===== src/rtl/ram_port_arbiter.sv =====
// Two-requester arbiter for the interpolation RAM: round-robin ownership
// with req/gnt handshake, bounded bursts, and registered read return.
module ram_port_arbiter #(
    parameter int unsigned WORD_SIZE     = 16,
    parameter int unsigned ADDRESS_WIDTH = 16,
    parameter int unsigned MAX_BURST     = 8
) (
    input  logic                     clk,
    input  logic                     rst,
    input  logic                     req0,
    input  logic                     req1,
    input  logic                     rd0,
    input  logic                     rd1,
    input  logic                     wr0,
    input  logic                     wr1,
    input  logic [ADDRESS_WIDTH-1:0] addr0,
    input  logic [ADDRESS_WIDTH-1:0] addr1,
    input  logic [WORD_SIZE-1:0]     wdata0,
    input  logic [WORD_SIZE-1:0]     wdata1,
    output logic                     gnt0,
    output logic                     gnt1,
    output logic [WORD_SIZE-1:0]     rdata,
    output logic                     rvalid0,
    output logic                     rvalid1,
    output logic                     err,
    output logic                     ram_we,
    output logic [ADDRESS_WIDTH-1:0] ram_rd_addr,
    output logic [ADDRESS_WIDTH-1:0] ram_wr_addr,
    output logic [WORD_SIZE-1:0]     ram_wr_data,
    input  logic [WORD_SIZE-1:0]     ram_rd_data
);

    localparam int unsigned CNT_W = (MAX_BURST < 1) ? 1 : $clog2(MAX_BURST + 1);
    localparam logic [CNT_W-1:0] CNT_MAX = CNT_W'(MAX_BURST);

    typedef enum logic [1:0] {
        IDLE = 2'd0,
        OWN0 = 2'd1,
        OWN1 = 2'd2
    } state_t;

    state_t           state;
    state_t           state_nxt;
    logic             last;
    logic             last_nxt;
    logic [CNT_W-1:0] cnt;
    logic [CNT_W-1:0] cnt_nxt;
    logic [CNT_W-1:0] cnt_inc;
    logic             rd_ok0;
    logic             rd_ok1;
    logic             bad_strobe;

    // Grants are a direct decode of the state register.
    assign gnt0 = (state == OWN0);
    assign gnt1 = (state == OWN1);

    // Only the current owner's strobes reach the RAM or the read pipe.
    assign rd_ok0     = gnt0 & rd0;
    assign rd_ok1     = gnt1 & rd1;
    assign bad_strobe = ((rd0 | wr0) & ~gnt0) | ((rd1 | wr1) & ~gnt1);

    // State, burst counter and round-robin pointer registers.
    always_ff @(posedge clk or posedge rst) begin
        if (rst) begin
            state <= IDLE;
            cnt   <= '0;
            last  <= 1'b1;
        end else begin
            state <= state_nxt;
            cnt   <= cnt_nxt;
            last  <= last_nxt;
        end
    end

    // Next-state: arbitration, release handoff and burst preemption.
    always_comb begin
        state_nxt = state;
        cnt_nxt   = cnt;
        cnt_inc   = cnt;
        last_nxt  = last;

        case (state)
            IDLE: begin
                if (req0 && req1) begin
                    state_nxt = last ? OWN0 : OWN1;
                end else if (req0) begin
                    state_nxt = OWN0;
                end else if (req1) begin
                    state_nxt = OWN1;
                end
            end
            OWN0: begin
                if (!req0) begin
                    state_nxt = req1 ? OWN1 : IDLE;
                end else begin
                    if ((rd0 || wr0) && (cnt < CNT_MAX)) begin
                        cnt_inc = cnt + CNT_W'(1);
                    end
                    if ((cnt_inc == CNT_MAX) && req1) begin
                        state_nxt = OWN1;
                    end else begin
                        cnt_nxt = cnt_inc;
                    end
                end
            end
            OWN1: begin
                if (!req1) begin
                    state_nxt = req0 ? OWN0 : IDLE;
                end else begin
                    if ((rd1 || wr1) && (cnt < CNT_MAX)) begin
                        cnt_inc = cnt + CNT_W'(1);
                    end
                    if ((cnt_inc == CNT_MAX) && req0) begin
                        state_nxt = OWN0;
                    end else begin
                        cnt_nxt = cnt_inc;
                    end
                end
            end
            default: begin
                state_nxt = IDLE;
            end
        endcase

        // A new owner always starts a fresh burst.
        if (state_nxt != state) begin
            cnt_nxt = '0;
        end

        if (state_nxt == OWN0) begin
            last_nxt = 1'b0;
        end else if (state_nxt == OWN1) begin
            last_nxt = 1'b1;
        end
    end

    // RAM port mux driven by the current owner; idle drives zeros.
    always_comb begin
        ram_we      = 1'b0;
        ram_rd_addr = '0;
        ram_wr_addr = '0;
        ram_wr_data = '0;
        case (state)
            OWN0: begin
                ram_we      = wr0;
                ram_rd_addr = addr0;
                ram_wr_addr = addr0;
                ram_wr_data = wdata0;
            end
            OWN1: begin
                ram_we      = wr1;
                ram_rd_addr = addr1;
                ram_wr_addr = addr1;
                ram_wr_data = wdata1;
            end
            default: begin
                ram_we = 1'b0;
            end
        endcase
    end

    // Read return pipe and sticky protocol error flag.
    always_ff @(posedge clk or posedge rst) begin
        if (rst) begin
            rdata   <= '0;
            rvalid0 <= 1'b0;
            rvalid1 <= 1'b0;
            err     <= 1'b0;
        end else begin
            rvalid0 <= rd_ok0;
            rvalid1 <= rd_ok1;
            if (rd_ok0 || rd_ok1) begin
                rdata <= ram_rd_data;
            end
            if (bad_strobe) begin
                err <= 1'b1;
            end
        end
    end

endmodule

===== config.mk =====
export PLATFORM = sky130hd
export DESIGN_NAME = ram_port_arbiter
export DESIGN_NICKNAME = d
export VERILOG_FILES = /design/src/rtl/ram_port_arbiter.sv
export SDC_FILE = /design/constraint.sdc
export NUM_CORES = 1
export LEC_CHECK = 0
export BUFFER_PORTS_ARGS = -buffer_cell sky130_fd_sc_hd__buf_4
export CAP_MARGIN = 0
export CORE_AREA = 2 2 71 73
export CTS_BUF_LIST = sky130_fd_sc_hd__clkbuf_16
export CTS_CLUSTER_SIZE = 25
export DETAILED_ROUTE_END_ITERATION = 16
export DIE_AREA = 0 0 73 75
export GPL_ROUTABILITY_DRIVEN = 0
export PLACE_DENSITY = 0.9
export SYNTH_ARGS = -nofsm -noshare
export SYNTH_HDL_FRONTEND = slang
export SYNTH_SLANG_ARGS = --single-unit

===== constraint.sdc =====
create_clock -name clk -period 7.2 [get_ports clk]
set_input_delay 1.44 -clock clk [delete_from_list [all_inputs] [get_ports clk]]
set_output_delay 1.44 -clock clk [all_outputs]
set_load 0.03 [all_outputs]

# Word level (Yosys, flattened, before mapping)
# Index checks and enable logic that the tools add are counted.
# totals
reg_bits,26
input_bits,88
output_inout_bits,70
word_cells,69
# classes
add_sub_neg,1
magnitude_cmp,1
eq_ne,11
muxes,28
bitwise,9
n_reduce_logical,12
# op_table
operator,count
$pmux W16 S2,2
$mux W4,11
$mux W2,9
$ne A3 B2 Y1 const B,4
$eq A4 B4 Y1 const B,2
$pmux W4 S2,1
$pmux W2 S3,1
$logic_and A1 B1 Y1,5
$reduce_and A5 Y1,1
$add A4 B1 Y4 const B,1
$and A1 B1 Y1,4
$eq A2 B1 Y1 const B,2
$eq A2 B2 Y1 const B,2
$lt A4 B4 Y1 const B,1
$logic_or A1 B1 Y1,3
$mux W1,3
$or A1 B1 Y1,3
$reduce_bool A3 Y1,1
$logic_not A2 Y1,1
$ne A2 B2 Y1,1
$not A1 Y1,2
$pmux W1 S2,1
$reduce_bool A2 Y1,1

# Longest topological paths before layout
# Gate-level depths: netlist of run 1.
# depth
ltp_word,13
ltp_mapped,9
depth_no_buf,9

# Worst setup path before layout of run 1
# OpenSTA, ideal clock, no wires.
# synth_path
kind,register -> output
start,register state[1]
end,output ram_wr_addr[12]
arrival_ps,2323
required_ps,5760
slack_ps,3437
path_stages_with_launch,8
n_path_buf,3
cell_sequence,dfrtp_1 -> inv_1 -> ha_1 -> clkbuf_1 -> buf_1 -> a22oi_1 -> nor2_1 -> buf_4
# synth_via
elab_chain_cells,2
word_cells_on_any_way,3
cone_classes,eq/ne: 2; mux: 1
# synth_lines
item,line,source
start: declaration,42,state_t state;
start signal: assignment,69,state <= state_nxt;
$eq A2 B1 Y1,-,
named net gnt0,20,"output logic gnt0,"
$pmux W16 S2,143,case (state)
end: declaration,28,"output logic [ADDRESS_WIDTH-1:0] ram_wr_addr,"
# The timed path passes the listed nets, and every way through them passes these cells.

# Worst setup path after layout of run 1
# layout_path
start,register state[0]
end,output ram_wr_addr[12]
# layout_via
elab_chain_cells,2
word_cells_on_any_way,3
cone_classes,eq/ne: 2; mux: 1
# layout_lines
item,line
$eq A2 B2 Y1 / $eq A2 B1 Y1 (equally long branches),143
$pmux W16 S2 *,143
# Mark *: on every way between the ends. The rest lies on a longest branch, timed or not.

==> metrics.cfg, run 1 <==
[critical_path]
cp_num_buf_inv = 3
critical_path_peak_fanout = 34
cpPeakStageDelay_ps = 670
endpoint_kind = output pin
cp_top_family = buffers and inverters
cp.required_ps = 5760
crit_chain = inv_1, ha_1, clkinv_1, nor2_1, buf_4
path_class = reg2out
critPathLaunchType = flop
critPathSlowestCell = clkinv_1
cp.arrival_ps = 2450

[clock_tree]
clk_latency_ps = 260
ctsResizeCount = 0
clkSinkCount = 26
htree_levels = 1
holdBufCountCts = 0
numCtsBuffers = 3
cts_tree = done
clkSlewWorstSetupHoldPaths_ps = 60
root_buffer = clkbuf_16
clockBufferDepth = 2
post_cts_buffers = 0

[die]
pin_count = 158
die_y_um = 75
fp.dieW_um = 73
dieArea_um2 = 5480
core_um2 = 4660
core.rowCount = 25
initial_core_util_pct = 42.6

[placement]
dp_hpwl_mm = 5.26
io_buffers = 157
dp_cells = 405

[timing]
period_share_pct = 54.0
hold_viol = 0
skew_ps = 1.35
fin_tns_setup_ps = 0
setup_viol = 0
rsz0062_at_grt = false
period_minus_slack_ps = 3890
fmax_ghz = 0.257
timing.slew.headroom_pct = 35.4
drv_slew = 0
worstMarginPinSlew_ps = 968

[cells_and_area]
drive_gt1_share_pct = 54.6
multi_input_area_um2 = 1120
final_util_pct = 68.2
diodes = 0
fin_nets = 450
regArea_um2 = 652
nFillCells = 362
synthToLayoutAreaGrowth_pct = 60.2
fin_cells = 409

[logic_synthesis]
ys_ff_latch = 26
synth_edf_count = 0
yosysTopAreaCellShare_pct = 31.5
ys_top_cells_by_area = dfrtp_1 (32%), a22oi_1 (12%), mux2_2 (9.1%), nor2_1 (8.5%), buf_4 (6.4%)
synth_warnings = 0
syn_avg_cell_area_um2 = 8.98
synth_seq_area_share_pct = 32.8
synthCells = 221
synthesis.nets = 315
synth_ff_type = dfrtp_1
synthesis.area_um2 = 1980
synthDistinctLibCells = 47
yosysTopAreaCell = dfrtp_1
async_flop_share_pct = 100

[detailed_routing]
drtIter0Drc = 111
route.vias.total = 2223
vias_per_cell = 5.44
antenna_left = 0
drc = 0
wl_per_cell_um = 16.4
routed_wl_mm = 6.73
first_pass_iters = 4

[global_route]
grt_overflow = 0
grt_pass1_wl_mm = 9.78
grt_pass1_vias = 2038
track_usage_pct = 22.6
grt_max_degree = 43
grt_antenna_before_repair = 0

[pwr]
combPwrFrac_pct = 70.5
power_density_nw_per_um2 = 435
power.leakage_uw = 0.00159
finalPower_uw = 1380
pwr-share-seq_pct = 17.8
swShare_pct = 50.2
power.switching_uw = 693
p_clk_share_pct = 11.6
ir_worst_vdd_mv = 0.280
internal_power_uw = 688

[outcome]
run_status = finished clean

[min_path]
hold_class = reg2reg

[run]
cap_violations = 0

==> final timing paths <==
check                      cells after the start  slack [ps]         endpoint  startpoint
setup / recovery                               5        3310  ram_wr_addr[12]    state[0]
hold / removal                                 2         480              err         err
setup reg to reg                               8        4410           cnt[1]    state[0]
hold reg to reg                                2         480              err         err
max in group asynchronous                      2        5210         state[1]         rst
min in group asynchronous                      2        1400         rdata[8]         rst
==> per-layer routing <==
layer | track usage (%) | vias up | routed length (um)
li1 | - | 1056 | -
met1 | 25.7 | 1055 | 2410
met2 | 43.1 | 100 | 3760
met3 | 5.22 | 12 | 482
met4 | 4.73 | 0 | 70
met5 | 0 | - | 0
==> cells in the mapped netlist, types with 3 or more instances <==
library cell	number
clkbuf_1	6
nand2_1	4
buf_1	4
mux2_2	16
o21ai_0	3
a21oi_1	5
buf_2	3
ha_1	6
nor2_1	45
nand3_1	5
inv_1	7
nor2b_1	4
a22oi_1	33
buf_4	17
dfrtp_1	25
==> flip-flops by register name, indices dropped and copies added, names as in the netlist <==
| register | cells |
|---|---|
| state | 2 |
| last | 1 |
| rvalid1 | 1 |
| rvalid0 | 1 |
| cnt | 4 |
| rdata | 16 |
| err | 1 |
==> placed cells by master, fill, tap and decap left out, types with 4 or more instances in the layout <==
cell type / instances
buf_4: 160
nor2_1: 45
a22oi_1: 33
dfrtp_1: 25
mux2_2: 16
inv_1: 7
ha_1: 6
nand3_1: 5
a21oi_1: 5
nor2b_1: 4
nand2_1: 4
==> area by class of cell <==
cell class | count | share of cell area [%]
timing repair buffer | 160 | 37.8
multi-input combinational | 157 | 35.3
sequential | 26 | 20.5
clock buffer | 3 | 2.36
tap | 54 | 2.13
clock inverter | 1 | 0.945
inverter | 8 | 0.945
==> kinds of logic after synthesis <==
kind of cell	Yosys count	share of synthesized area (%)
AND/OR/NAND/NOR	71	17.8
AO/OA/AOI/OAI	59	23.2
buffers and inverters	38	10.6
flip-flops	26	32.9
multiplexers	19	10.8
adder cells (fa/ha/maj)	6	3.78
XOR/XNOR	2	0.883
==> stage by stage <==
step	hold slack (ps)	instance area, um2	setup WS, ps
CTS	487	3180	3320
floorplan	460	1980	3440
global placement	466	3070	3680
global route	500	3180	3120
finish	483	3180	3310
detailed placement	466	3070	3610
==> power groups by stage <==
stage          clock network (uW)  logic, uW  registers, uW
4_1_cts                       163        975            247
3_5_place_dp                    0        972            249
6_report                      161        974            246
2_1_floorplan                   0        587            341
5_1_grt                       168       1040            253
3_3_place_gp                    0        953            243
==> worst reg2reg max path: cells and delay by family, from the launching register on <==
| kind | cells | cell delay (ps) |
|---|---|---|
| AO/OA/AOI/OAI | 1 | 610 |
| multiplexers | 1 | 190 |
| flip-flops | 1 | 470 |
| AND/OR/NAND/NOR | 3 | 300 |
| adder cells (fa/ha/maj) | 1 | 300 |
| buffers and inverters | 2 | 800 |
Note: power is estimated with default switching activity, not from simulation.
==> run 2, diff against run 1 <==
- CORE_AREA: 2 2 71 73 -> 2 2 74 76
- DIE_AREA: 0 0 73 75 -> 0 0 76 78
- PLACE_DENSITY: 0.9 -> 0.83
- clock period: 7.2 -> 3.8 ns (I/O delays scaled with it)
==> run 2 against run 1 <==
Against the previous run:
- sequential power is 89% higher
- global-route usage fell by 1.6 points
- die area is 8.3% higher
- critical path type unchanged
- largest power group unchanged
==> metrics.cfg, run 2 (synthesized netlist as in run 1, its figures left out) <==
[outcome]
run_status = finished clean

[detailed_routing]
wl_per_cell_um = 15.7
drtIter0Drc = 102
routed_wl_mm = 6.69
route.vias.total = 2222
antenna_left = 0
first_pass_iters = 4
drc = 0
vias_per_cell = 5.22

[cells_and_area]
top_regs = rdata x16, cnt x4, state x2
largest_register_ffs = 16
mostFrequentLayoutCells = buf_4 (161), nor2_1 (45), a22oi_1 (33)
diodes = 0
synthToLayoutAreaGrowth_pct = 61.5
drive_gt1_share_pct = 54.8
final_common_cell = buf_4
top_register = rdata
fin_cells = 426
final_util_pct = 63.6
fin_nets = 451
nFillCells = 422

[clock_tree]
numCtsBuffers = 3
post_cts_buffers = 0
cts_tree = done
clkSlewWorstSetupHoldPaths_ps = 60
clkSinkCount = 26
root_buffer = clkbuf_16
clk_latency_ps = 260
holdBufCountCts = 0
ctsResizeCount = 0
clockBufferDepth = 2
htree_levels = 1

[timing]
rsz0062_at_grt = false
hold_viol = 0
setup_viol = 0
worstMarginPinSlew_ps = 962
drv_slew = 0
fin_tns_setup_ps = 0
period_share_pct = 83.7
timing.slew.headroom_pct = 35.8
fmax_ghz = 0.315
period_minus_slack_ps = 3180
hold-worst-slack_ps = 490
skew_ps = 1.28

[die]
core.rowCount = 26
fp.dieW_um = 76
core_um2 = 5040
dieArea_um2 = 5930
pin_count = 158
die_y_um = 78
initial_core_util_pct = 39.4

[critical_path]
critical_path_peak_fanout = 23
endpoint_kind = output pin
cp.required_ps = 3040
crit_path_start = state[0]
cp.arrival_ps = 2420
r2r-start = state[0]
path_class = reg2out
critPathLaunchType = flop

[placement]
dp_cells = 422
dp_hpwl_mm = 5.16
io_buffers = 157

[global_route]
track_usage_pct = 21.1
grt_antenna_before_repair = 0
grt_overflow = 0
grt_pass1_vias = 2158
grt_max_degree = 36
grt_pass1_wl_mm = 10.4

[min_path]
hp-start = err
hold_class = reg2reg

[pwr]
power.leakage_uw = 0.00159
ir_worst_vdd_mv = 0.562
power_density_nw_per_um2 = 822

[run]
cap_violations = 0

## run 2: changes by cell type in the layout (fill, tap and decap cells not counted)
cell,previous run,this run
buf_4,160,161
## run 2: area by class of cell
| class | instances | area [um2] | area share [%] |
|---|---|---|---|
| Inverter | 8 | 30.0 | 0.937 |
| Timing Repair Buffer | 161 | 1210 | 37.7 |
| Sequential cell | 26 | 652 | 20.3 |
| Multi-Input combinational cell | 157 | 1120 | 35.0 |
| Clock inverter | 1 | 30.0 | 0.937 |
| Clock buffer | 3 | 75.1 | 2.34 |
| Tap cell | 70 | 87.6 | 2.73 |
## run 2: metrics by stage
step	worst slack (ps)	instance area, um2	power [uW]
floorplan	717	1980	1760
global placement	1000	3100	2300
detailed placement	934	3100	2330
CTS	628	3210	2650
global route	417	3210	2790
finish	621	3210	2640
## run 2: metal layers
layer	track usage, %	part of all wire [%]	up-vias	routed length, um
met3	4.53	7.7	12	517
met2	38.9	52	124	3500
met1	24.9	38	1031	2560
li1	-	-	1055	-
met5	0	0	-	0
met4	5.27	1.7	0	112
## run 2: final timing paths
check / cells after the start / slack [ps] / endpoint
max reg2reg: 9 / 1170 / last
max in group asynchronous: 2 / 2490 / rvalid1
max: 6 / 620 / ram_wr_addr[4]
min in group asynchronous: 2 / 720 / rdata[15]
min: 2 / 490 / err
min reg2reg: 2 / 490 / err
## run 2: where the power goes
group,internal [uW],switching (uW),total (uW)
logic,716,1150,1870
clock network,210,96.2,306
registers,393,71.0,464
total,1320,1320,2640
## run 2: worst max-delay path, cell delays in order, from the launching register on
cell and delay [ps]:
dfrtp_1 480, inv_1 130, ha_1 300, clkinv_1 480
buf_4 400, nor2_1 180, buf_4 190
